[config.mk]
export PLATFORM = sky130hd
export DESIGN_NAME = sqrt_accel_p_flat
export DESIGN_NICKNAME = d
export VERILOG_FILES = /design/src/rtl/sqrt_accel_p_if.sv /design/src/rtl/sqrt_accel_p.sv /design/src/flat_wrapper.sv
export SDC_FILE = /design/constraint.sdc
export NUM_CORES = 1
export LEC_CHECK = 0
export ABC_AREA = 1
export BUFFER_PORTS_ARGS = -buffer_cell sky130_fd_sc_hd__buf_2
export CELL_PAD_IN_SITES_DETAIL_PLACEMENT = 2
export CELL_PAD_IN_SITES_GLOBAL_PLACEMENT = 2
export CORE_UTILIZATION = 30
export CTS_CLUSTER_DIAMETER = 60
export DETAILED_ROUTE_END_ITERATION = 6
export PLACE_DENSITY_LB_ADDON = 0.1
export SYNTH_ARGS = -nofsm -noshare
export SYNTH_HDL_FRONTEND = slang
export SYNTH_SLANG_ARGS = --single-unit
[constraint.sdc]
create_clock -name clk -period 3.24 [get_ports clk]
set_input_delay 0.324 -clock clk [delete_from_list [all_inputs] [get_ports clk]]
set_output_delay 0.324 -clock clk [all_outputs]
set_load 0.02 [all_outputs]
[src/rtl/sqrt_accel_p_if.sv]
// Register-bus bundle for the square-root accelerator: chip-select/write access
// with combinational read data and a level interrupt.
interface sqrt_accel_p_if;
    logic        cs;
    logic        we;
    logic [31:0] addr;
    logic [31:0] wdata;
    logic [31:0] rdata;
    logic        irq;

    modport master (output cs, output we, output addr, output wdata,
                    input rdata, input irq);
    modport slave  (input cs, input we, input addr, input wdata,
                    output rdata, output irq);
endinterface

[src/rtl/sqrt_accel_p.sv]
// Memory-mapped integer square root: a restoring digit-by-digit engine that
// retires two operand bits per cycle, with optional round-to-nearest on the root.
module sqrt_accel_p #(
    parameter int         WIDTH    = 32,
    parameter logic [1:0] RST_CTRL = 2'b00
) (
    input logic           clk,
    input logic           reset,
    sqrt_accel_p_if.slave bus
);
    localparam int H  = WIDTH / 2;
    localparam int CW = (H > 1) ? $clog2(H) : 1;
    localparam logic [CW-1:0] LAST = CW'(H - 1);

    typedef enum logic {IDLE, BUSY} state_t;
    state_t state, next_state;

    logic [WIDTH-1:0] op_sr;
    logic [H:0]       rem_acc;
    logic [H-1:0]     root_acc;
    logic [CW-1:0]    cnt;
    logic             round_q;
    logic [H:0]       root_reg;
    logic [H:0]       rem_reg;
    logic             done;
    logic             err;
    logic [1:0]       ctrl;

    logic [3:0] off;
    logic       wr_op, wr_status, wr_ctrl, start, busy_wr, finish, busy;

    assign off = bus.addr[3:0];

    always_comb begin
        wr_op     = bus.cs && bus.we && (off == 4'h0);
        wr_status = bus.cs && bus.we && (off == 4'h4);
        wr_ctrl   = bus.cs && bus.we && (off == 4'hC);
        busy      = (state == BUSY);
        start     = wr_op && !busy;
        busy_wr   = wr_op && busy;
        finish    = busy && (cnt == LAST);
    end

    always_ff @(posedge clk or posedge reset) begin
        if (reset) state <= IDLE;
        else       state <= next_state;
    end

    always_comb begin
        next_state = state;
        case (state)
            IDLE:    if (start)  next_state = BUSY;
            BUSY:    if (finish) next_state = IDLE;
            default: next_state = IDLE;
        endcase
    end

    // One restoring step: bring down the next operand pair and try subtracting 4*root+1.
    logic [H+2:0] shifted, trial, diff;
    logic         ge;
    logic [H:0]   rem_next;
    logic [H-1:0] root_next;
    logic [H:0]   root_floor, root_final;

    always_comb begin
        shifted    = {rem_acc, op_sr[WIDTH-1 -: 2]};
        trial      = {1'b0, root_acc, 2'b01};
        diff       = shifted - trial;
        ge         = (shifted >= trial);
        rem_next   = ge ? diff[H:0] : shifted[H:0];
        root_next  = {root_acc[H-2:0], ge};
        root_floor = {1'b0, root_next};
        root_final = (round_q && (rem_next > root_floor)) ? root_floor + 1'b1 : root_floor;
    end

    always_ff @(posedge clk or posedge reset) begin
        if (reset) begin
            op_sr    <= '0;
            rem_acc  <= '0;
            root_acc <= '0;
            cnt      <= '0;
            round_q  <= 1'b0;
            root_reg <= '0;
            rem_reg  <= '0;
        end else begin
            if (start) begin
                op_sr    <= bus.wdata[WIDTH-1:0];
                rem_acc  <= '0;
                root_acc <= '0;
                cnt      <= '0;
                round_q  <= ctrl[1];
            end else if (busy) begin
                op_sr    <= op_sr << 2;
                rem_acc  <= rem_next;
                root_acc <= root_next;
                cnt      <= cnt + CW'(1);
            end
            if (finish) begin
                root_reg <= root_final;
                rem_reg  <= rem_next;
            end
        end
    end

    // Setting a sticky flag takes priority over a simultaneous write-1-to-clear.
    always_ff @(posedge clk or posedge reset) begin
        if (reset) begin
            done <= 1'b0;
            err  <= 1'b0;
            ctrl <= RST_CTRL;
        end else begin
            if (finish)                         done <= 1'b1;
            else if (wr_status && bus.wdata[1]) done <= 1'b0;
            if (busy_wr)                        err  <= 1'b1;
            else if (wr_status && bus.wdata[2]) err  <= 1'b0;
            if (wr_ctrl)                        ctrl <= bus.wdata[1:0];
        end
    end

    always_comb begin
        bus.rdata = '0;
        if (bus.cs && !bus.we) begin
            case (off)
                4'h0:    bus.rdata = 32'(root_reg);
                4'h4:    bus.rdata = {29'b0, err, done, busy};
                4'h8:    bus.rdata = 32'(rem_reg);
                4'hC:    bus.rdata = {30'b0, ctrl};
                default: bus.rdata = '0;
            endcase
        end
    end

    assign bus.irq = done && ctrl[0];

endmodule

[src/flat_wrapper.sv]
// flat-port wrapper written by rule: the top's interface ports become plain ports
module sqrt_accel_p_flat 
#(
    parameter int         WIDTH    = 32,
    parameter logic [1:0] RST_CTRL = 2'b00
)
  (clk, reset, bus_cs, bus_we, bus_addr, bus_wdata, bus_rdata, bus_irq);
  sqrt_accel_p_if bus_i ();
  input logic clk;
  input logic reset;
  input wire logic [$bits(bus_i.cs)-1:0] bus_cs;
  input wire logic [$bits(bus_i.we)-1:0] bus_we;
  input wire logic [$bits(bus_i.addr)-1:0] bus_addr;
  input wire logic [$bits(bus_i.wdata)-1:0] bus_wdata;
  output wire logic [$bits(bus_i.rdata)-1:0] bus_rdata;
  output wire logic [$bits(bus_i.irq)-1:0] bus_irq;
  assign bus_i.cs = bus_cs;
  assign bus_i.we = bus_we;
  assign bus_i.addr = bus_addr;
  assign bus_i.wdata = bus_wdata;
  assign bus_rdata = bus_i.rdata;
  assign bus_irq = bus_i.irq;
  sqrt_accel_p #(.WIDTH(WIDTH), .RST_CTRL(RST_CTRL)) u_core (.clk(clk), .reset(reset), .bus(bus_i));
endmodule
==> flow_summary.ini, run 1 <==
[yosys]
avgSynthCellArea_um2 = 7.45
ys_ff_latch = 109
synth_commonest_cells = nand2_1 (310), inv_1 (112), dfrtp_1 (109), o21ai_0 (47), ha_1 (36)
yosysMostFrequentCell = nand2_1
synth_flop_cell = dfrtp_1
synth_largest_area_cell = dfrtp_1
ys_async_sr_fraction = 1.00
synth_edf_count = 0
ys_warn_count = 0
yosysTopAreaCellShare = 0.396
yosysUniqueCellTypes = 47
yosysSeqAreaShare = 0.396
ys_top_cells_by_area = dfrtp_1 (40%), nand2_1 (17%), ha_1 (6.5%)
synthCells = 924
syn_area_um2 = 6890

[detailed_routing]
drt_first_pass_iters = 7
drt_iter0_drc = 232
routed_via_density = 5.05
via_count = 6995
wirelength_um = 27400
route.detailed.drc = 3
wl_per_cell_um = 19.8
antenna_left = 0

[floorplan]
rows = 55
dieHeight_um = 154
die_area_um2 = 23600
die_w_um = 154
coreArea_um2 = 22600
start_util = 0.305
ios = 101

[placed_design]
dpl.hpwl_um = 19000
io_buffers = 57
place_area_um2 = 8420
gp_congestion = 0.797

[worst_setup_path]
startpoint = u_core.root_acc[12]
reg2regPathDepth = 33
rr_endpoint = u_core.root_reg[11]
end_kind = flip-flop
cpMostUsedCell = nand2_2
r2r_start = u_core.root_acc[12]
rrSetupSlack_ps = -470
crit_arrival_ps = 3970
slowest_delay_ps = 400
crit_type = flip-flop to flip-flop
setup.worst_path.start_class = flip-flop
required_ps = 3500
crit_slowest_cell = dfrtp_1
cp_max_fo = 7
endpoint = u_core.root_reg[11]

[clock_network]
clkSinkCount = 109
cts_buffer_depth = 2
clk_pin_slew_worst_paths_ps = 90
htree_levels = 3
cts_made_buffers = 9
cts_tree = done
cts_root_buf = clkbuf_16
insertion_delay_ps = 370
hold_buffers = 0

[sta]
fmax_ghz = 0.269
min_period_ps = 3710
skew_ps = 15.1
maxSlewViolCount = 0
period_share = 1.15
worst_pin_slew_ps = 771
hold_viol = 0
hold_ws_ps = 81.8
finalSetupViolations = 17
rsz0062_at_grt = true
finalWorstSetupSlack_ps = -474
slew_headroom = 0.486

[cells_and_area]
drive_gt1_frac = 0.331
nFillCells = 2606
nets = 1199
top_register = u_core.op_sr
final_cell_area_um2 = 9410
final_util = 0.417
multi_input_area_um2 = 4100
area_delta_synth_final_pct = 36.7
largest_reg_flops = 32
regArea_um2 = 2730

[job]
timing.max_cap.violations = 0

[grt]
grt_remaining_overflow = 0
grt_antenna_before_repair = 2
globalRouteTotalUtil = 0.241
grt_pass1_vias = 7787
grt_pass1_wl_um = 43600
grt_max_degree = 57

[outcome]
status = finished with violations
violations = DRC, setup timing

[hold_path]
hp-class = primary input to asynchronous set/reset pin
-- cells in the final DEF, fill, tap and decap left out, types with 20 or more instances in the layout --
cell type / synthesis / routed
nand2_1: 310 / 284
buf_4: 18 / 128
dfrtp_1: 109 / 109
inv_1: 112 / 90
buf_2: 6 / 57
nand2_2: 13 / 35
o21ai_0: 47 / 35
a21oi_1: 34 / 28
nand3_1: 34 / 27
inv_2: 6 / 26
ha_4: 0 / 24
nand4_1: 22 / 22
o22ai_1: 20 / 20
-- stage by stage --
step / std cells / setup TNS (ps) / setup WS (ps)
floorplan: 938 / -1010 / -105
global placement: 1347 / -7390 / -472
detailed placement: 1347 / -9370 / -592
CTS: 1380 / -5700 / -372
global route: 1385 / -11480 / -715
finish: 1386 / -7310 / -474
-- worst min-delay path by stage --
stage	startpoint	to	slack [ps]	cells after the start
3_5_place_dp	u_core.root_reg[14]	u_core.root_reg[14]	470	2
2_1_floorplan	u_core.root_reg[11]	u_core.root_reg[11]	450	2
6_report	reset	u_core.op_sr[20]	80	2
4_1_cts	reset	u_core.op_sr[10]	120	2
5_1_grt	reset	u_core.op_sr[7]	140	2
3_3_place_gp	u_core.root_reg[14]	u_core.root_reg[14]	460	2
-- cell families after synthesis --
logic type / share of synthesized area
compound gates: 0.125
xor+xnor: 0.0216
fa+ha+maj: 0.0654
buf+inv: 0.107
flops: 0.396
other cells: 0.000545
simple gates: 0.284
-- routing by layer --
| metal | vias to the layer above | track usage | part of all wire |
|---|---|---|---|
| li1 | 3313 | - | - |
| met1 | 3544 | 0.312 | 0.47 |
| met2 | 101 | 0.419 | 0.49 |
| met3 | 37 | 0.0335 | 0.025 |
| met4 | 0 | 0.0638 | 0.022 |
| met5 | - | 0 | 0 |
-- worst max-delay path, delay by kind of cell, from the launching register on --
family,cells,cell delay [ps]
and+or+nand+nor,23,1860
buffers and inverters,7,680
adders and majority gates,2,510
DFF,1,400
AOI/OAI and AO/OA,1,130
-- what timing repair did --
item / CTS / global route
gates cloned: 2 / 0
buffers inserted: 15 / 5
endpoints found under the setup margin: 17 / 17
gates resized for setup: 90 / 21
hold endpoints to repair: 0 / 0
pin swaps: 42 / 31
-- area by class of cell --
cell class | instances | share of cell area
Tap cell | 285 | 0.0379
Clock buffer | 9 | 0.0239
Sequential cell | 109 | 0.290
Inverter | 120 | 0.0486
Timing Repair Buffer | 196 | 0.153
Multi-Input combinational cell | 659 | 0.435
Antenna cell | 1 | 0.000266
Clock inverter | 7 | 0.0109
Power of run 1 is not shown: default switching activity piles up to over one toggle a cycle in this logic, so the estimate is an artifact.
==> inputs of run 2 (changes only) <==
--- a/config.mk
+++ b/config.mk
@@ -9,7 +9,7 @@
 export BUFFER_PORTS_ARGS = -buffer_cell sky130_fd_sc_hd__buf_2
 export CELL_PAD_IN_SITES_DETAIL_PLACEMENT = 2
 export CELL_PAD_IN_SITES_GLOBAL_PLACEMENT = 2
-export CORE_UTILIZATION = 30
+export CORE_UTILIZATION = 33
 export CTS_CLUSTER_DIAMETER = 60
 export DETAILED_ROUTE_END_ITERATION = 6
 export PLACE_DENSITY_LB_ADDON = 0.1
==> constraint.sdc (replaced) <==
create_clock -name clk -period 4 [get_ports clk]
set_input_delay 0.4 -clock clk [delete_from_list [all_inputs] [get_ports clk]]
set_output_delay 0.4 -clock clk [all_outputs]
set_load 0.02 [all_outputs]
==> run 2 against run 1 <==
The flow now finishes without violations. Sequential cell count stayed put. Highest routed layer unchanged. Largest cell class unchanged. Via count shrank 8.2%. First-iteration DRC count decreased by 6.5%. Count of clock-buffer cells in the layout grew 1. Final area shrank 12%. Sequential share of layout area grew 3.9 points.
==> flow_summary.ini, run 2 (synthesis gave the netlist of run 1 again) <==
[worst_setup_path]
path_delay_family = simple AND/OR/NAND/NOR gates
crit_slowest_cell = dfrtp_1
crit_type = flip-flop to flip-flop
cpMostUsedCell = nand2_1
path_buf_inv = 5
setup.worst_path.start_class = flip-flop
r2r_start = u_core.root_acc[12]
crit_arrival_ps = 4010
end_kind = flip-flop
startpoint = u_core.root_acc[12]
slowest_delay_ps = 380
cp_max_fo = 22
required_ps = 4250

[detailed_routing]
via_count = 6419
highest-signal-layer = met4
drt_iter0_drc = 217
routed_via_density = 4.96
wirelength_um = 22900
route.detailed.drc = 0
wl_met1_um = 11000
drt_first_pass_iters = 5
met2WireLength_um = 11100
antenna_left = 0
wl_per_cell_um = 17.7
met3WireLength_um = 470

[cells_and_area]
area_delta_synth_final_pct = 20.5
final_cell_mix = nand2_1 (308), inv_1 (111), dfrtp_1 (109), buf_4 (60), buf_2 (57)
antenna_cells = 0
top_register = u_core.op_sr
final_util = 0.407
nets = 1123
largest_reg_flops = 32
drive_gt1_frac = 0.197
final_common_cell = nand2_1

[floorplan]
dieHeight_um = 146
die_w_um = 146
rows = 52
ios = 101
coreArea_um2 = 20400
start_util = 0.338
die_area_um2 = 21500

[outcome]
status = complete, no violations

[clock_network]
cts_root_buf = clkbuf_16
cts_made_buffers = 9
clk_pin_slew_worst_paths_ps = 80
cts_tree = done
htree_levels = 3
clkSinkCount = 109
cts_buffer_depth = 2
hold_buffers = 0
insertion_delay_ps = 370

[sta]
slew_headroom = 0.402
maxSlewViolCount = 0
skew_ps = 11.7
min_period_ps = 3760
worst_pin_slew_ps = 897
period_share = 0.941
fmax_ghz = 0.266
hold_ws_ps = 129
hold_viol = 0
finalSetupViolations = 0

[hold_path]
hp-class = primary input to asynchronous set/reset pin

[grt]
grt_pass1_wl_um = 36700
globalRouteTotalUtil = 0.220
grt_max_degree = 58
grt_pass1_vias = 6922
grt_remaining_overflow = 0
grt_antenna_before_repair = 0

[job]
timing.max_cap.violations = 0

[placed_design]
io_buffers = 57
gp_congestion = 0.840
dpl.hpwl_um = 17100
==> run 2: worst paths after layout <==
check,endpoint,slack [ps],depth (start not counted)
worst min-delay path,u_core.root_acc[15],130,2
max in group asynchronous,u_core.round_q,3100,3
worst max-delay path,u_core.root_reg[10],240,28
min in group clk,u_core.op_sr[22],240,3
worst max register to register,u_core.root_reg[10],240,28
worst min register to register,u_core.root_reg[13],490,2
==> run 2: worst reg2reg max path: cells and delay by family (launching register included) <==
family / cells / cell delay, ps
and+or+nand+nor: 20 / 1810
adders and majority gates: 2 / 620
buffers and inverters: 5 / 550
DFF: 1 / 380
AOI/OAI and AO/OA: 1 / 290
==> run 2: final cells by class <==
cell class | count | area, um2
fillers | 2406 | 12100
multi-input cells | 659 | 3710
flip-flops and latches | 109 | 2730
repair buffers | 120 | 782
inverters | 120 | 455
well taps | 270 | 338
clock buffers | 10 | 229
clock inverters | 6 | 60.1
==> run 2: metal layers <==
metal,vias up,global-route usage
met5,-,0
met4,0,0.0766
met3,23,0.0225
met2,78,0.369
met1,3160,0.295
li1,3158,-
==> run 2: per-stage QoR <==
step           setup WS [ps]  std cells  area [um2]  setup TNS, ps
2_1_floorplan            454        938        6940              0
3_3_place_gp             173       1276        7760              0
3_5_place_dp            47.5       1276        7760              0
4_1_cts                 1.61       1292        8050              0
5_1_grt                -54.1       1294        8300           -345
6_report                 237       1294        8300              0
==> run 2: what timing repair did <==
action	CTS	global route
setup endpoints to repair	0	17
resized for setup	0	39
buffers inserted	0	1
Power of run 2 is left out for the same reason.
